<file path="src/rtl/sport_ctl_regs_mc.sv">
// Multi-channel SPORT control register bank: AUTO plus double-buffered FSDIV/SCLKDIV/SCTL/MWORD
// with frame-aligned commit, MWORD preset, self-clearing PDFORCE and registered readback.
module sport_ctl_regs_mc #(
    parameter int          NCH          = 2,
    parameter int          CW           = 3,
    parameter logic [15:0] PRESET_FSDIV = 16'h00FF,
    parameter logic [15:0] PRESET_SCTL  = 16'h4B0F,
    parameter logic [15:0] PRESET_MWORD = 16'h4000
) (
    input  logic              DSPCLK,
    input  logic              RSTn,
    input  logic              WE,
    input  logic              RE,
    input  logic [CW-1:0]     CH_SEL,
    input  logic [2:0]        REG_SEL,
    input  logic [15:0]       DMD,
    input  logic [NCH-1:0]    FS_BND,
    output logic [15:0]       DMD_do,
    output logic              RD_VLD,
    output logic [16*NCH-1:0] AUTO_ACT,
    output logic [16*NCH-1:0] FSDIV_ACT,
    output logic [16*NCH-1:0] SCLKDIV_ACT,
    output logic [16*NCH-1:0] SCTL_ACT,
    output logic [16*NCH-1:0] MWORD_ACT,
    output logic [NCH-1:0]    UPD_PEND
);

    typedef enum logic [2:0] {
        R_AUTO    = 3'd0,
        R_FSDIV   = 3'd1,
        R_SCLKDIV = 3'd2,
        R_SCTL    = 3'd3,
        R_MWORD   = 3'd4
    } reg_sel_e;

    localparam logic [15:0] MWORD_KEEP = 16'hE0FF;

    logic [15:0] auto_r     [NCH];
    logic [15:0] sh_fsdiv   [NCH];
    logic [15:0] sh_sclkdiv [NCH];
    logic [15:0] sh_sctl    [NCH];
    logic [15:0] sh_mword   [NCH];
    logic [15:0] ac_fsdiv   [NCH];
    logic [15:0] ac_sclkdiv [NCH];
    logic [15:0] ac_sctl    [NCH];
    logic [15:0] ac_mword   [NCH];
    logic [NCH-1:0] pend;
    logic [15:0] rd_data;

    // Commit uses pre-edge shadows; a same-edge write overrides the shadow and re-arms pend.
    always_ff @(posedge DSPCLK or negedge RSTn) begin
        if (!RSTn) begin
            for (int unsigned c = 0; c < NCH; c++) begin
                auto_r[c]     <= '0;
                sh_fsdiv[c]   <= '0;
                sh_sclkdiv[c] <= '0;
                sh_sctl[c]    <= '0;
                sh_mword[c]   <= '0;
                ac_fsdiv[c]   <= '0;
                ac_sclkdiv[c] <= '0;
                ac_sctl[c]    <= '0;
                ac_mword[c]   <= '0;
            end
            pend   <= '0;
            DMD_do <= '0;
            RD_VLD <= 1'b0;
        end else begin
            RD_VLD <= RE;
            if (RE)
                DMD_do <= rd_data;
            for (int unsigned c = 0; c < NCH; c++) begin
                if (pend[c] && (FS_BND[c] || !auto_r[c][0])) begin
                    ac_fsdiv[c]   <= sh_fsdiv[c];
                    ac_sclkdiv[c] <= sh_sclkdiv[c];
                    ac_sctl[c]    <= sh_sctl[c];
                    ac_mword[c]   <= sh_mword[c];
                    pend[c]       <= 1'b0;
                end
                auto_r[c][13] <= 1'b0;
                if (WE && CH_SEL == CW'(c)) begin
                    case (REG_SEL)
                        R_AUTO:    auto_r[c] <= DMD;
                        R_FSDIV:   begin sh_fsdiv[c]   <= DMD; pend[c] <= 1'b1; end
                        R_SCLKDIV: begin sh_sclkdiv[c] <= DMD; pend[c] <= 1'b1; end
                        R_SCTL:    begin sh_sctl[c]    <= DMD; pend[c] <= 1'b1; end
                        R_MWORD: begin
                            if (DMD[14]) begin
                                sh_fsdiv[c] <= PRESET_FSDIV;
                                sh_sctl[c]  <= PRESET_SCTL;
                                sh_mword[c] <= (PRESET_MWORD | (DMD & 16'h6000)) & MWORD_KEEP;
                            end else begin
                                sh_mword[c] <= DMD & MWORD_KEEP;
                            end
                            pend[c] <= 1'b1;
                        end
                        default: ;
                    endcase
                end
            end
        end
    end

    always_comb begin
        rd_data = '0;
        for (int unsigned c = 0; c < NCH; c++) begin
            if (CH_SEL == CW'(c)) begin
                case (REG_SEL)
                    R_AUTO:    rd_data = auto_r[c];
                    R_FSDIV:   rd_data = sh_fsdiv[c];
                    R_SCLKDIV: rd_data = sh_sclkdiv[c];
                    R_SCTL:    rd_data = sh_sctl[c];
                    R_MWORD:   rd_data = {sh_mword[c][15:13], pend[c], 4'b0000, sh_mword[c][7:0]};
                    default:   rd_data = '0;
                endcase
            end
        end
    end

    always_comb begin
        AUTO_ACT    = '0;
        FSDIV_ACT   = '0;
        SCLKDIV_ACT = '0;
        SCTL_ACT    = '0;
        MWORD_ACT   = '0;
        for (int unsigned c = 0; c < NCH; c++) begin
            AUTO_ACT[16*c +: 16]    = auto_r[c];
            FSDIV_ACT[16*c +: 16]   = ac_fsdiv[c];
            SCLKDIV_ACT[16*c +: 16] = ac_sclkdiv[c];
            SCTL_ACT[16*c +: 16]    = ac_sctl[c];
            MWORD_ACT[16*c +: 16]   = ac_mword[c];
        end
    end

    assign UPD_PEND = pend;

endmodule

</file>
<file path="config.mk">
export PLATFORM = sky130hd
export DESIGN_NAME = sport_ctl_regs_mc
export DESIGN_NICKNAME = d
export VERILOG_FILES = /design/src/rtl/sport_ctl_regs_mc.sv
export SDC_FILE = /design/constraint.sdc
export NUM_CORES = 1
export LEC_CHECK = 0
export ABC_AREA = 1
export CAP_MARGIN = 5
export CORE_ASPECT_RATIO = 1.5
export CORE_MARGIN = 1
export CORE_UTILIZATION = 30
export CTS_BUF_LIST = sky130_fd_sc_hd__clkbuf_8 sky130_fd_sc_hd__clkbuf_16
export CTS_CLUSTER_DIAMETER = 150
export DETAILED_ROUTE_END_ITERATION = 8
export PLACE_DENSITY = 0.5
export SLEW_MARGIN = 25
export SYNTH_ARGS = -nofsm -noshare
export SYNTH_HDL_FRONTEND = slang
export SYNTH_SLANG_ARGS = --single-unit
</file>
<file path="constraint.sdc">
create_clock -name DSPCLK -period 4.1 [get_ports DSPCLK]
set_input_delay 1.23 -clock DSPCLK [delete_from_list [all_inputs] [get_ports DSPCLK]]
set_output_delay 1.23 -clock DSPCLK [all_outputs]
set_load 0.05 [all_outputs]
</file>
==> flow_summary.ini, run 1 <==
[status]
status = completed

[hold_path]
hold_class = reg2reg

[synthesis]
ys_types = 28
avgSynthCellArea_um2 = 8.38
synth_edf_count = 0
yosys_warnings = 0
ys_seq_area_frac = 0.574
synth_cells = 1494
async_flop_share = 1.00
ys_seq_elements = 287
syn_area_um2 = 12500
ys.flop_type = dfrtp_1

[setup_path]
cp_max_fo = 3
cpPeakStageDelay_ns = 0.85
setup.worst_path.class = reg2out
cp_top_family = buffers and inverters
arrival_ns = 1.89
critPathLaunchType = flip-flop
crit_buf_inv = 1
cp-end-kind = primary output
slowest_stage = clkdlybuf4s50_1
crit_required_ns = 2.87
path_cells = clkdlybuf4s50_1

[clocking]
numCtsBuffers = 29
clk_pin_slew_ns = 0.07
cts.path.max_buffers = 3
cts_hold_buf = 0
post_cts_buffers = 0
cts_root_buf = clkbuf_16
clock-sinks = 287
htree_num_levels = 1
cts_resized = 0
insertion_delay_ns = 0.56
cts_tree = built

[timing]
rsz0062_at_grt = false
slew_viol_final = 0
finalCriticalPeriod_ns = 3.12
finalClockSkew_ns = 0.00872
setup_viol = 0
tns_ns = 0
setup_slack_ns = 0.983
tightestPinTransition_ns = 0.834
holdWs_ns = 0.482
hold_violations = 0
max_slew_margin = 0.444
period_share = 0.760
fmax_mhz = 321

[power]
ir_worst_vdd_uv = 354
cellLeakagePower_uw = 0.00771
power_density_nw_per_um2 = 712

[final_layout]
final_cell_mix = nand2_1 (417), dfrtp_1 (287), o21ai_0 (230)
antenna_cells = 0
fin_nets = 1696
regArea_um2 = 7180
multi_input_area_um2 = 4190
synthToLayoutAreaGrowth_pct = 28.3
layout_commonest_cell = nand2_1
drive_above_1_share = 0.0692
n_fill_cell = 4201

[placement]
hpwl_um = 33400
portBuffers = 196
dpl_worst_slack_ns = 0.462
gp_congestion = 0.902

[grt]
antenna_found_initial = 0
grt_usage = 0.209
grt_pass1_vias = 10400
grt_max_degree = 91
grt_pass1_wl_um = 65300
overflow = 0

[floorplanning]
rows = 91
dieWidth_um = 169
core_um2 = 41100
die_h_um = 252
die-area_um2 = 42600
ios = 207
start_util = 0.304

[drt]
wl_per_cell_um = 19.6
drc = 0
drt_iter0_drc = 841
via_per_inst = 4.69
postRouteAntennaNets = 0
dr.pass1.iters = 5
dr_total_vias = 10500
wl_um = 44100

[run]
maxCapViolCount = 0
metal layers:
layer  wire length (um)  share of wire  GRT usage
met2              22800           0.52      0.377
met3               1880          0.043     0.0215
met5                  0              0          0
met1              17200           0.39      0.246
met4               2180          0.049      0.102
report_power, final:
part / internal (uW) / total [uW] / switching, uW / leakage, uW
logic: 1310 / 4340 / 3030 / 0.00381
registers: 3640 / 4180 / 533 / 0.00337
clock network: 1740 / 2920 / 1180 / 0.000521
registers in the layout (all words and copies together), names as in the netlist, 2 cells and up:
register     flops
AUTO_ACT        32
DMD_do          16
FSDIV_ACT       32
MWORD_ACT       22
SCLKDIV_ACT     32
SCTL_ACT        32
UPD_PEND         2
sh_fsdiv        32
sh_mword        22
sh_sclkdiv      32
sh_sctl         32
Yosys cell counts (all sizes together) (2+ instances only):
| cell type | n | area share |
|---|---|---|
| a21oi | 38 | 0.015 |
| buf | 74 | 0.034 |
| clkbuf | 23 | 0.0070 |
| dfrtp | 287 | 0.57 |
| inv | 179 | 0.054 |
| nand2 | 423 | 0.13 |
| nand3 | 45 | 0.018 |
| nand4 | 42 | 0.021 |
| nor2 | 109 | 0.038 |
| nor3 | 2 | 0.00080 |
| o21ai | 267 | 0.11 |
| o22ai | 2 | 0.0010 |
| or2 | 2 | 0.0010 |
path summary, 6_finish.rpt:
check | slack (ns) | depth (start not counted) | startpoint | endpoint
setup / recovery | 0.98 | 1 | AUTO_ACT[28] | AUTO_ACT[28]
hold reg to reg | 0.48 | 2 | DMD_do[10] | DMD_do[10]
hold / removal | 0.48 | 2 | DMD_do[10] | DMD_do[10]
setup reg to reg | 2.26 | 6 | AUTO_ACT[0] | MWORD_ACT[15]
max in group asynchronous | 2.47 | 2 | RSTn | SCLKDIV_ACT[12]
min in group asynchronous | 0.66 | 1 | RSTn | SCLKDIV_ACT[21]
final cells by class:
type / instances / share of cell area
sequential: 287 / 0.447
inverter: 179 / 0.0420
timing repair buffer: 231 / 0.142
multi-input combinational: 940 / 0.261
tap: 558 / 0.0435
clock inverter: 20 / 0.0160
clock buffer: 33 / 0.0486
cells by family (layout without fill, tap and decap cells):
family | after synthesis | in the layout | share of synthesized area
simple gates | 623 | 623 | 0.207
flops | 287 | 287 | 0.574
buf+inv | 276 | 463 | 0.0954
other cells | 1 | 10 | 0.000300
compound gates | 307 | 307 | 0.123
stage by stage:
step                instances  total power (uW)  instance area [um2]  utilization
floorplan                1503              6820                12500            -
global route             2248             12000                16100        0.391
CTS                      2248             11600                16100        0.391
detailed placement       2195              8620                15000        0.365
finish                   2248             11400                16100        0.391
global placement         2195              8590                15000        0.365
(Power assumes the default switching activity.)
==> inputs of run 2 (changes only) <==
- PLACE_DENSITY: 0.5 -> 0.52
- clock period: 4.1 -> 2.5 ns (I/O delays scaled with it)
==> flow_summary.ini, run 2 (synthesis results as in run 1) <==
[status]
status = completed

[floorplanning]
ios = 207
rows = 91
dieWidth_um = 169
core_um2 = 41100
die-area_um2 = 42600
start_util = 0.304
die_h_um = 252

[timing]
finalCriticalPeriod_ns = 2.47
setup_viol = 0
fmax_mhz = 405
tightestPinTransition_ns = 0.800
finalClockSkew_ns = 0.0252
slew_viol_final = 0
max_slew_margin = 0.466
hold_violations = 0
rsz0062_at_grt = false
period_share = 0.988

[clocking]
clk_pin_slew_ns = 0.07
cts.path.max_buffers = 3
clock-sinks = 287
cts_root_buf = clkbuf_16
htree_num_levels = 1
insertion_delay_ns = 0.58
post_cts_buffers = 0
cts_tree = built
numCtsBuffers = 30

[final_layout]
fin_util = 0.404
final_cell_mix = nand2_1 (417), dfrtp_1 (287), o21ai_0 (230)
antenna_cells = 0
instances_no_fill = 2306
fin_nets = 1754
drive_above_1_share = 0.101
layout_commonest_cell = nand2_1
synthToLayoutAreaGrowth_pct = 32.7

[setup_path]
slowest_stage = clkdlybuf4s50_1
rr_worst_depth = 6
cp-startpoint = SCTL_ACT[23]
cp-end-kind = primary output
cp_top_family = buffers and inverters
path_cells = clkdlybuf4s50_1
setup.worst_path.class = reg2out
critPathLaunchType = flip-flop
cpPeakStageDelay_ns = 0.80
crit_buf_inv = 1
setup.worst_path.end = SCTL_ACT[23]
crit_required_ns = 1.75
r2r_end = SCTL_ACT[1]
path_depth = 1
r2r-start = AUTO_ACT[0]
r2r_setup_slack_ns = 0.89
arrival_ns = 1.72
cp_max_fo = 2

[power]
power_density_nw_per_um2 = 1090
ir_worst_vdd_uv = 692
cellLeakagePower_uw = 0.00864

[drt]
via_per_inst = 4.68
dr.pass1.iters = 5
drc = 0
postRouteAntennaNets = 0
maxUsedRoutingLayer = met4
wl_per_cell_um = 20.0
met2_length_um = 24000
wl_um = 46100
dr_total_vias = 10800
met1_length_um = 17600
drt_iter0_drc = 760
met3WireLength_um = 1650

[grt]
grt_usage = 0.219
grt_pass1_vias = 11000
grt_pass1_wl_um = 68400
antenna_found_initial = 0
overflow = 0
grt_max_degree = 79

[placement]
hpwl_um = 35400
dpl.cell_count = 2252
portBuffers = 196
gp_congestion = 0.930

[run]
maxCapViolCount = 0

[hold_path]
hold_class = in2async
-- run 2: cell types whose count changed in the layout (fill, tap and decap cells not counted) --
cell	change
clkdlybuf4s50_1	-164
buf_4	+41
buf_12	+23
dlygate4sd2_1	+136
clkbuf_16	+2
clkinv_2	-3
clkinvlp_4	-1
inv_1	+6
bufinv_16	-2
dlymetal6s2s_1	+21
clkbuf_8	-2
inv_6	+1
-- run 2: cell type report --
cell class,count,area (um2)
clock buffer,33,803
clock inverter,21,205
fill,4234,24500
inverter,179,674
multi-input combinational,940,4190
sequential,287,7180
tap,558,698
timing repair buffer,288,2860
-- run 2: routing by layer --
| layer | vias to the layer above | global-route usage |
|---|---|---|
| met3 | 105 | 0.0211 |
| met4 | 0 | 0.124 |
| li1 | 5176 | - |
| met5 | - | 0 |
| met1 | 5165 | 0.246 |
| met2 | 335 | 0.402 |
-- run 2: through the flow --
stage | setup slack (ns) | TNS, ns | cell area (um2) | hold slack (ns) | power, uW
3_5_place_dp | -0.131 | -0.531 | 15700 | 0.471 | 14200
2_1_floorplan | 0.666 | 0 | 12500 | 0.453 | 11200
5_1_grt | 0.000399 | 0 | 16600 | 0.0889 | 19000
3_3_place_gp | -0.135 | -0.686 | 15700 | 0.467 | 14200
6_report | 0.0308 | 0 | 16600 | 0.0797 | 18100
4_1_cts | 0.000926 | 0 | 16600 | 0.0753 | 18400
-- run 2: repair_timing --
item,4_1_cts,5_1_grt
setup endpoints to repair,136,21
cloned,0,0
resized for setup,136,21
endpoints found under the hold margin,0,0
hold buffers,0,0
-- run 2: where the power goes --
| part | internal [uW] | total (uW) | switching, uW |
|---|---|---|---|
| sequential | 5980 | 6790 | 816 |
| clock | 2710 | 4630 | 1930 |
| combinational | 1700 | 6720 | 5020 |
-- run 2: worst min path at each step --
stage | startpoint | end | slack (ns) | cells after the start
global placement | SCTL_ACT[27] | SCTL_ACT[27] | 0.47 | 2
floorplan | RSTn | AUTO_ACT[0] | 0.45 | 0
finish | RSTn | SCLKDIV_ACT[31] | 0.08 | 1
CTS | RSTn | SCLKDIV_ACT[16] | 0.08 | 1
detailed placement | DMD_do[9] | DMD_do[9] | 0.47 | 2
global route | RSTn | SCLKDIV_ACT[31] | 0.09 | 1
==> inputs of run 3 (changes only) <==
- HOLD_SLACK_MARGIN: default -> 0.1
- SKIP_CTS_REPAIR_TIMING: default -> 1
==> flow_summary.ini, run 3 (synthesis results as in run 1) <==
[placement]
dpl_worst_slack_ns = -0.131
gp_congestion = 0.930
place_area_um2 = 15700
portBuffers = 196
hpwl_um = 35400

[power]
ir_worst_vdd_uv = 723
cellLeakagePower_uw = 0.00992
power_density_nw_per_um2 = 1090

[timing]
hold_violations = 0
setup_viol = 0
period_share = 0.987
slew_viol_final = 0
tightestPinTransition_ns = 0.797
rsz0062_at_grt = false
setup_slack_ns = 0.0319
finalClockSkew_ns = 0.0274
fmax_mhz = 405
finalCriticalPeriod_ns = 2.47
max_slew_margin = 0.468

[setup_path]
r2r_setup_slack_ns = 0.89
setup.worst_path.class = reg2out
path_cells = clkdlybuf4s50_1
cp-startpoint = SCTL_ACT[23]
crit_required_ns = 1.75
crit_buf_inv = 1
cp_top_family = buffers and inverters
cp-end-kind = primary output
critPathLaunchType = flip-flop
r2r-start = AUTO_ACT[0]
cpPeakStageDelay_ns = 0.80
slowest_stage = clkdlybuf4s50_1
cp_max_fo = 2
arrival_ns = 1.72

[clocking]
htree_num_levels = 1
numCtsBuffers = 30
insertion_delay_ns = 0.58
cts.path.max_buffers = 3
clk_pin_slew_ns = 0.07
clock-sinks = 287
cts_root_buf = clkbuf_16
cts_tree = built

[grt]
grt_pass1_vias = 11000
overflow = 0
grt_max_degree = 79
grt_pass1_wl_um = 68300
antenna_found_initial = 0
grt_usage = 0.219

[drt]
postRouteAntennaNets = 0
drt_iter0_drc = 739
drc = 0
wl_per_cell_um = 20.0
via_per_inst = 4.67
dr_total_vias = 10800
dr.pass1.iters = 5
wl_um = 46200

[final_layout]
design_area_um2 = 17100
drive_above_1_share = 0.101
fin_nets = 1755
antenna_cells = 0
layout_commonest_cell = nand2_1
synthToLayoutAreaGrowth_pct = 36.9
final_cell_mix = nand2_1 (417), dfrtp_1 (287), o21ai_0 (230)

[floorplanning]
start_util = 0.304
die_h_um = 252
die-area_um2 = 42600
ios = 207
core_um2 = 41100
rows = 91
dieWidth_um = 169

[hold_path]
hold_start = SCTL_ACT[14]
hold_class = reg2reg

[status]
status = completed

[run]
maxCapViolCount = 0
## run 3: cell types whose count changed in the layout (fill, tap and decap cells not counted)
cell / previous run / this run
dlygate4sd3_1: 0 / 1
dlygate4sd2_1: 136 / 0
dlymetal6s2s_1: 21 / 157
## run 3: area by class of cell
cell class	instances	area, um2
fillers	4142	24000
flip-flops and latches	287	7180
multi-input cells	940	4190
repair buffers	289	3380
clock buffers	33	803
well taps	558	698
inverters	179	674
clock inverters	21	205
## run 3: metal layers
layer	GRT usage	wire [um]
met1	0.246	17600
met2	0.401	24200
met3	0.0215	1820
met4	0.123	2650
met5	0	0
## run 3: final timing paths
path / to / cells past startpoint
max: SCTL_ACT[23] / 1
min: SCTL_ACT[14] / 2
max reg2reg: SCTL_ACT[1] / 6
min reg2reg: SCTL_ACT[14] / 2
max in group asynchronous: DMD_do[12] / 3
min in group asynchronous: SCLKDIV_ACT[31] / 2
## run 3: stage by stage
step	hold slack [ns]	power, uW	utilization	TNS [ns]	std cells
2_1_floorplan	0.453	11200	-	0	1503
3_3_place_gp	0.467	14200	0.382	-0.686	2252
3_5_place_dp	0.471	14200	0.382	-0.531	2252
4_1_cts	0.0753	18900	0.407	-5.97	2306
5_1_grt	0.507	19500	0.417	0	2307
6_report	0.477	18600	0.417	0	2307
## run 3: worst reg2reg max path, delay by kind of cell (launching register included)
| kind | cells | cell delay [ns] |
|---|---|---|
| simple gates | 3 | 0.63 |
| flops | 1 | 0.41 |
| buf+inv | 2 | 0.37 |
| compound gates | 1 | 0.10 |
## run 3: power by group
group,switching (uW),internal [uW],total [uW]
combinational,5020,2130,7160
clock,1930,2710,4640
sequential,818,5980,6790
==> patch 1 (flow settings as in run 2) <==
Add an input register stage for `WE`, `RE`, `CH_SEL`, `REG_SEL`, `DMD` and `FS_BND`, without a reset; this delays them by one clock.
--- a/src/rtl/sport_ctl_regs_mc.sv
+++ b/src/rtl/sport_ctl_regs_mc.sv
@@ -36,4 +36,20 @@
     localparam logic [15:0] MWORD_KEEP = 16'hE0FF;
 
+    logic WE_q;
+    logic RE_q;
+    logic [CW-1:0] CH_SEL_q;
+    logic [2:0] REG_SEL_q;
+    logic [15:0] DMD_q;
+    logic [NCH-1:0] FS_BND_q;
+
+    always_ff @(posedge DSPCLK) begin
+        WE_q      <= WE;
+        RE_q      <= RE;
+        CH_SEL_q  <= CH_SEL;
+        REG_SEL_q <= REG_SEL;
+        DMD_q     <= DMD;
+        FS_BND_q  <= FS_BND;
+    end
+
     logic [15:0] auto_r     [NCH];
     logic [15:0] sh_fsdiv   [NCH];
@@ -66,9 +82,9 @@
             RD_VLD <= 1'b0;
         end else begin
-            RD_VLD <= RE;
-            if (RE)
+            RD_VLD <= RE_q;
+            if (RE_q)
                 DMD_do <= rd_data;
             for (int unsigned c = 0; c < NCH; c++) begin
-                if (pend[c] && (FS_BND[c] || !auto_r[c][0])) begin
+                if (pend[c] && (FS_BND_q[c] || !auto_r[c][0])) begin
                     ac_fsdiv[c]   <= sh_fsdiv[c];
                     ac_sclkdiv[c] <= sh_sclkdiv[c];
@@ -78,17 +94,17 @@
                 end
                 auto_r[c][13] <= 1'b0;
-                if (WE && CH_SEL == CW'(c)) begin
-                    case (REG_SEL)
-                        R_AUTO:    auto_r[c] <= DMD;
-                        R_FSDIV:   begin sh_fsdiv[c]   <= DMD; pend[c] <= 1'b1; end
-                        R_SCLKDIV: begin sh_sclkdiv[c] <= DMD; pend[c] <= 1'b1; end
-                        R_SCTL:    begin sh_sctl[c]    <= DMD; pend[c] <= 1'b1; end
+                if (WE_q && CH_SEL_q == CW'(c)) begin
+                    case (REG_SEL_q)
+                        R_AUTO:    auto_r[c] <= DMD_q;
+                        R_FSDIV:   begin sh_fsdiv[c]   <= DMD_q; pend[c] <= 1'b1; end
+                        R_SCLKDIV: begin sh_sclkdiv[c] <= DMD_q; pend[c] <= 1'b1; end
+                        R_SCTL:    begin sh_sctl[c]    <= DMD_q; pend[c] <= 1'b1; end
                         R_MWORD: begin
-                            if (DMD[14]) begin
+                            if (DMD_q[14]) begin
                                 sh_fsdiv[c] <= PRESET_FSDIV;
                                 sh_sctl[c]  <= PRESET_SCTL;
-                                sh_mword[c] <= (PRESET_MWORD | (DMD & 16'h6000)) & MWORD_KEEP;
+                                sh_mword[c] <= (PRESET_MWORD | (DMD_q & 16'h6000)) & MWORD_KEEP;
                             end else begin
-                                sh_mword[c] <= DMD & MWORD_KEEP;
+                                sh_mword[c] <= DMD_q & MWORD_KEEP;
                             end
                             pend[c] <= 1'b1;
@@ -104,6 +120,6 @@
         rd_data = '0;
         for (int unsigned c = 0; c < NCH; c++) begin
-            if (CH_SEL == CW'(c)) begin
-                case (REG_SEL)
+            if (CH_SEL_q == CW'(c)) begin
+                case (REG_SEL_q)
                     R_AUTO:    rd_data = auto_r[c];
                     R_FSDIV:   rd_data = sh_fsdiv[c];
Check against the original RTL: not equivalent (Yosys sat finds a counterexample within 4 cycles, from zero or initial values and one cycle with RSTn low).
==> patch 1 against run 2 <==
- non-clock buffer count shrank 55
- sequential cell count grew 26
- count of clock-buffer cells in the layout grew 12
- final cell count shrank 0.69%
- sequential share of layout area grew 2.4 points
- total power shrank 18%
- area after synthesis grew 5.4%
- utilization shrank 1.3 points
- routed wire length shrank 1.0%
- final area grew 1.5%
- setup slack gained 0.012 ns
- clock skew shrank 0.012 ns
- largest power group unchanged
- highest routed layer unchanged
==> patch 1: results (changes against run 2) <==
outcome finished, final reports clean (unchanged); final wirelength 45.6 mm (was 46.1 mm); WP data arrival approximately 1.7 ns; first-pass GRT wire length 68.8 mm (was 68.4 mm); proportion of layout cells with a drive suffix above 1 0.0831 (was 0.101); origin of the critical flop-to-flop path REG_SEL_q[0] (was AUTO_ACT[0]); cts bufs inserted 34 (was 30); worst vdd rail ir drop 0.000621 V (was 0.000692 V); Skew-Pair Late Insertion Delay 0.53 ns (was 0.58 ns); clock skew 0.0128 ns (was 0.0252 ns); initial DRC count 896 (was 760); mux share of post-synthesis cell area 0 (unchanged); largest net degree at the start of global routing 97 (was 79); worst slew pin tran 0.639 ns (was 0.800 ns); FF-to-FF End UPD_PEND[1] (was SCTL_ACT[1]); Post-DP HPWL 34.7 mm (was 35.4 mm); root buf cell clkbuf_16 (unchanged); synth unique cells 30 (was 28); pre-CTS setup slack 0.484 ns (was -0.131 ns); top_reg_cell synth dfrtp_1 (unchanged); Crit-path slowest cell clkdlybuf4s50_1 (unchanged); routability cong. 0.924 (was 0.930); vias in the first global route 11000 (about the same); P_leak 8.19 nW (was 8.64 nW); crit path launch FSDIV_ACT[12] (was SCTL_ACT[23]); # H-tree levels 2 (was 1); Final #Nets 1724 (was 1754); top cells by area, synth dfrtp_1 (54%), nand2_1 (12%), o21ai_0 (7.7%) (was dfrtp_1 (57%), nand2_1 (13%), o21ai_0 (9.2%)); total track usage 0.206 (was 0.219); clock-pin slew on the worst setup and hold paths roughly 0.060 ns; fill count 4366 (was 4234); asr flop ratio synth 0.917 (was 1.00); Synth Area in Compound Gates 0.118 (was 0.123); Hold WC Path Type in2async (unchanged); Seq/Total Area, Yosys 0.584 (was 0.574); via/cell ratio 4.73 (was 4.68); drt pass-1 iters 5 (unchanged); Reg2Reg Setup Slack 0.52 ns (was 0.89 ns); Synth top cells by count nand2_1 (412), dfrtp_1 (287), o21ai_0 (203), inv_1 (167), nor2_1 (94) (was nand2_1 (417), dfrtp_1 (287), o21ai_0 (230), inv_1 (170), nor2_1 (100))
patch 1: cell families (layout without fill, tap and decap cells):
| family | Yosys count | in the layout |
|---|---|---|
| AND/OR/NAND/NOR | 620 | 620 |
| other | 1 | 10 |
| AO/OA/AOI/OAI | 308 | 308 |
| flip-flops | 313 | 313 |
| buffers and inverters | 272 | 469 |
patch 1: per-stage QoR:
step	area, um2	cells	util	power (mW)	hold WS [ns]
3_3_place_gp	15700	2230	0.363	9.75	0.467
3_5_place_dp	15700	2230	0.363	9.78	0.466
4_1_cts	16800	2290	0.390	15.1	0.161
2_1_floorplan	13200	1523	-	8.27	0.331
5_1_grt	16900	2290	0.391	15.6	0.162
6_report	16900	2290	0.391	14.9	0.127
patch 1: area by class of cell:
class                      count  area, um2  area share
sequential                   313       7700       0.457
multi-input combinational    938       4270       0.253
timing repair buffer         233       2320       0.138
clock buffer                  45       1010      0.0601
tap                          570        713      0.0423
inverter                     176        671      0.0398
clock inverter                15        180      0.0107
patch 1: where the power goes:
group	leakage (nW)	switching (mW)	internal, mW
Combinational	3.53	2.43	0.945
Sequential	4.06	0.468	5.74
Clock	0.600	2.09	3.26
Total	8.19	5.00	9.95
patch 1: worst reg2reg max path, stage by stage (launching register included):
cell and delay, ns:
dfxtp_1 0.55, nor2_8 0.11, nand2_4 0.22, nand2_2 0.13
a21oi_1 0.53, buf_4 0.23, o22ai_1 0.07
patch 1: worst max-delay path by stage:
stage                      end  slack [ns]  depth (start not counted)
2_1_floorplan    FSDIV_ACT[10]        0.83                          7
3_3_place_gp      AUTO_ACT[29]        0.48                          1
3_5_place_dp      AUTO_ACT[29]        0.48                          1
4_1_cts           AUTO_ACT[25]      0.0005                          1
5_1_grt        SCLKDIV_ACT[21]      0.0004                          1
6_report         FSDIV_ACT[12]        0.04                          1
patch 1: layer usage:
| layer | share of wire | GRT usage | vias to the layer above |
|---|---|---|---|
| li1 | - | - | 5152 |
| met4 | 0.061 | 0.125 | 0 |
| met2 | 0.50 | 0.359 | 391 |
| met3 | 0.051 | 0.0313 | 106 |
| met5 | 0 | 0 | - |
| met1 | 0.39 | 0.238 | 5181 |
patch 1: repair_timing:
item / in CTS / in global routing
buffers inserted: 0 / 0
pin swaps: 0 / 0
gates resized for setup: 30 / 20
endpoints found under the setup margin: 30 / 20
==> patch 2 (flow settings as in run 2) <==
Made on the original files. Change the parameter `CW` from 3 to 6.
--- a/src/rtl/sport_ctl_regs_mc.sv
+++ b/src/rtl/sport_ctl_regs_mc.sv
@@ -3,5 +3,5 @@
 module sport_ctl_regs_mc #(
     parameter int          NCH          = 2,
-    parameter int          CW           = 3,
+    parameter int          CW           = 6,
     parameter logic [15:0] PRESET_FSDIV = 16'h00FF,
     parameter logic [15:0] PRESET_SCTL  = 16'h4B0F,
Ports: changed (resized CH_SEL); port bits go from 207 to 210. No check against the original RTL was run, so the function may have changed too.
==> patch 2 against run 2 <==
- area after synthesis is 1.7% lower
- largest cell class unchanged
- highest routed layer unchanged
- sequential cell count stayed put
- setup slack worse by 0.0038 ns
- non-clock buffer count is 3 lower
- final area is 1.5% lower
- die area is 1.7% lower
- critical path type unchanged
- routed wire length is 3.2% higher
- global-route usage is 1.0 points higher
Power is not compared: it rests on default switching activity, and its combinational part moved more than twofold at a synthesized area within 25%.
==> patch 2: results (changes against run 2) <==
Skew-Pair Late Insertion Delay 0.56 ns (was 0.58 ns); clock skew 0.0132 ns (was 0.0252 ns); FF-to-FF End MWORD_ACT[0] (was SCTL_ACT[1]); Reg2Reg Depth 4 (was 6); proportion of layout cells with a drive suffix above 1 0.124 (was 0.101); setup ws final 0.0270 ns (was 0.0308 ns); PortBufs 199 (was 196); synth unique cells 27 (was 28); via/cell ratio 4.97 (was 4.68); Final #Nets 1639 (was 1754); crit path launch SCLKDIV_ACT[30] (was SCTL_ACT[23]); clock-cell share of area 0.0576 (was 0.0607); Post-Syn Instances 1381 (was 1494); fill count 4054 (was 4234); Non-clock buffers 285 (was 288); largest net degree at the start of global routing 55 (was 79); Worst Setup EP SCLKDIV_ACT[30] (was SCTL_ACT[23]); #MultiIn Comb 888 (was 940); cts bufs inserted 29 (was 30); pre-CTS setup slack -0.272 ns (was -0.131 ns); Non-clk invs 117 (was 179); Post-DP HPWL 36.5 mm (was 35.4 mm); DP Area 15400 um2 (was 15700 um2); top cells by area, synth dfrtp_1 (58%), nand2_1 (11%), o21ai_0 (9.1%) (was dfrtp_1 (57%), nand2_1 (13%), o21ai_0 (9.2%)); Synth top cells by count nand2_1 (358), dfrtp_1 (287), o21ai_0 (223), inv_1 (112), nand3_1 (102) (was nand2_1 (417), dfrtp_1 (287), o21ai_0 (230), inv_1 (170), nor2_1 (100)); drt pass-1 iters 7 (was 5); vias in the first global route 10700 (was 11000); routability cong. 0.944 (was 0.930); outcome finished, final reports clean (unchanged); Reg2Reg Setup Slack 0.91 ns (was 0.89 ns)
==> patch 2: cell count changes after synthesis, sizes merged, moves of 19 or more <==
cell          run 2  this run
nor2            109        61
mux2              0        32
nand3            45       103
inv             179       117
a21oi            38        19
nand2           423       363
==> patch 2: power by group through the flow <==
stage / Combinational, mW / Sequential [mW] / Clock (mW)
after floorplan: 0.476 / 5.85 / 0
after global placement: 1.99 / 5.25 / 0
after detailed placement: 2.00 / 5.25 / 0
after CTS: 1.97 / 5.17 / 4.45
after global routing: 2.07 / 5.19 / 4.62
final: 1.95 / 5.17 / 4.36
==> patch 2: worst reg2reg max path, cell delays in order (launching register included) <==
cell	delay, ns
dfrtp_1	0.52
nand2_1	0.16
nand2_4	0.34
buf_4	0.32
o21ai_0	0.12
==> patch 2: metal layers <==
layer,global-route usage,routed length (um),vias to the layer above
li1,-,-,4928
met1,0.266,18200,5164
met2,0.401,24000,389
met3,0.0205,1870,116
met4,0.156,3440,0
met5,0,0,-
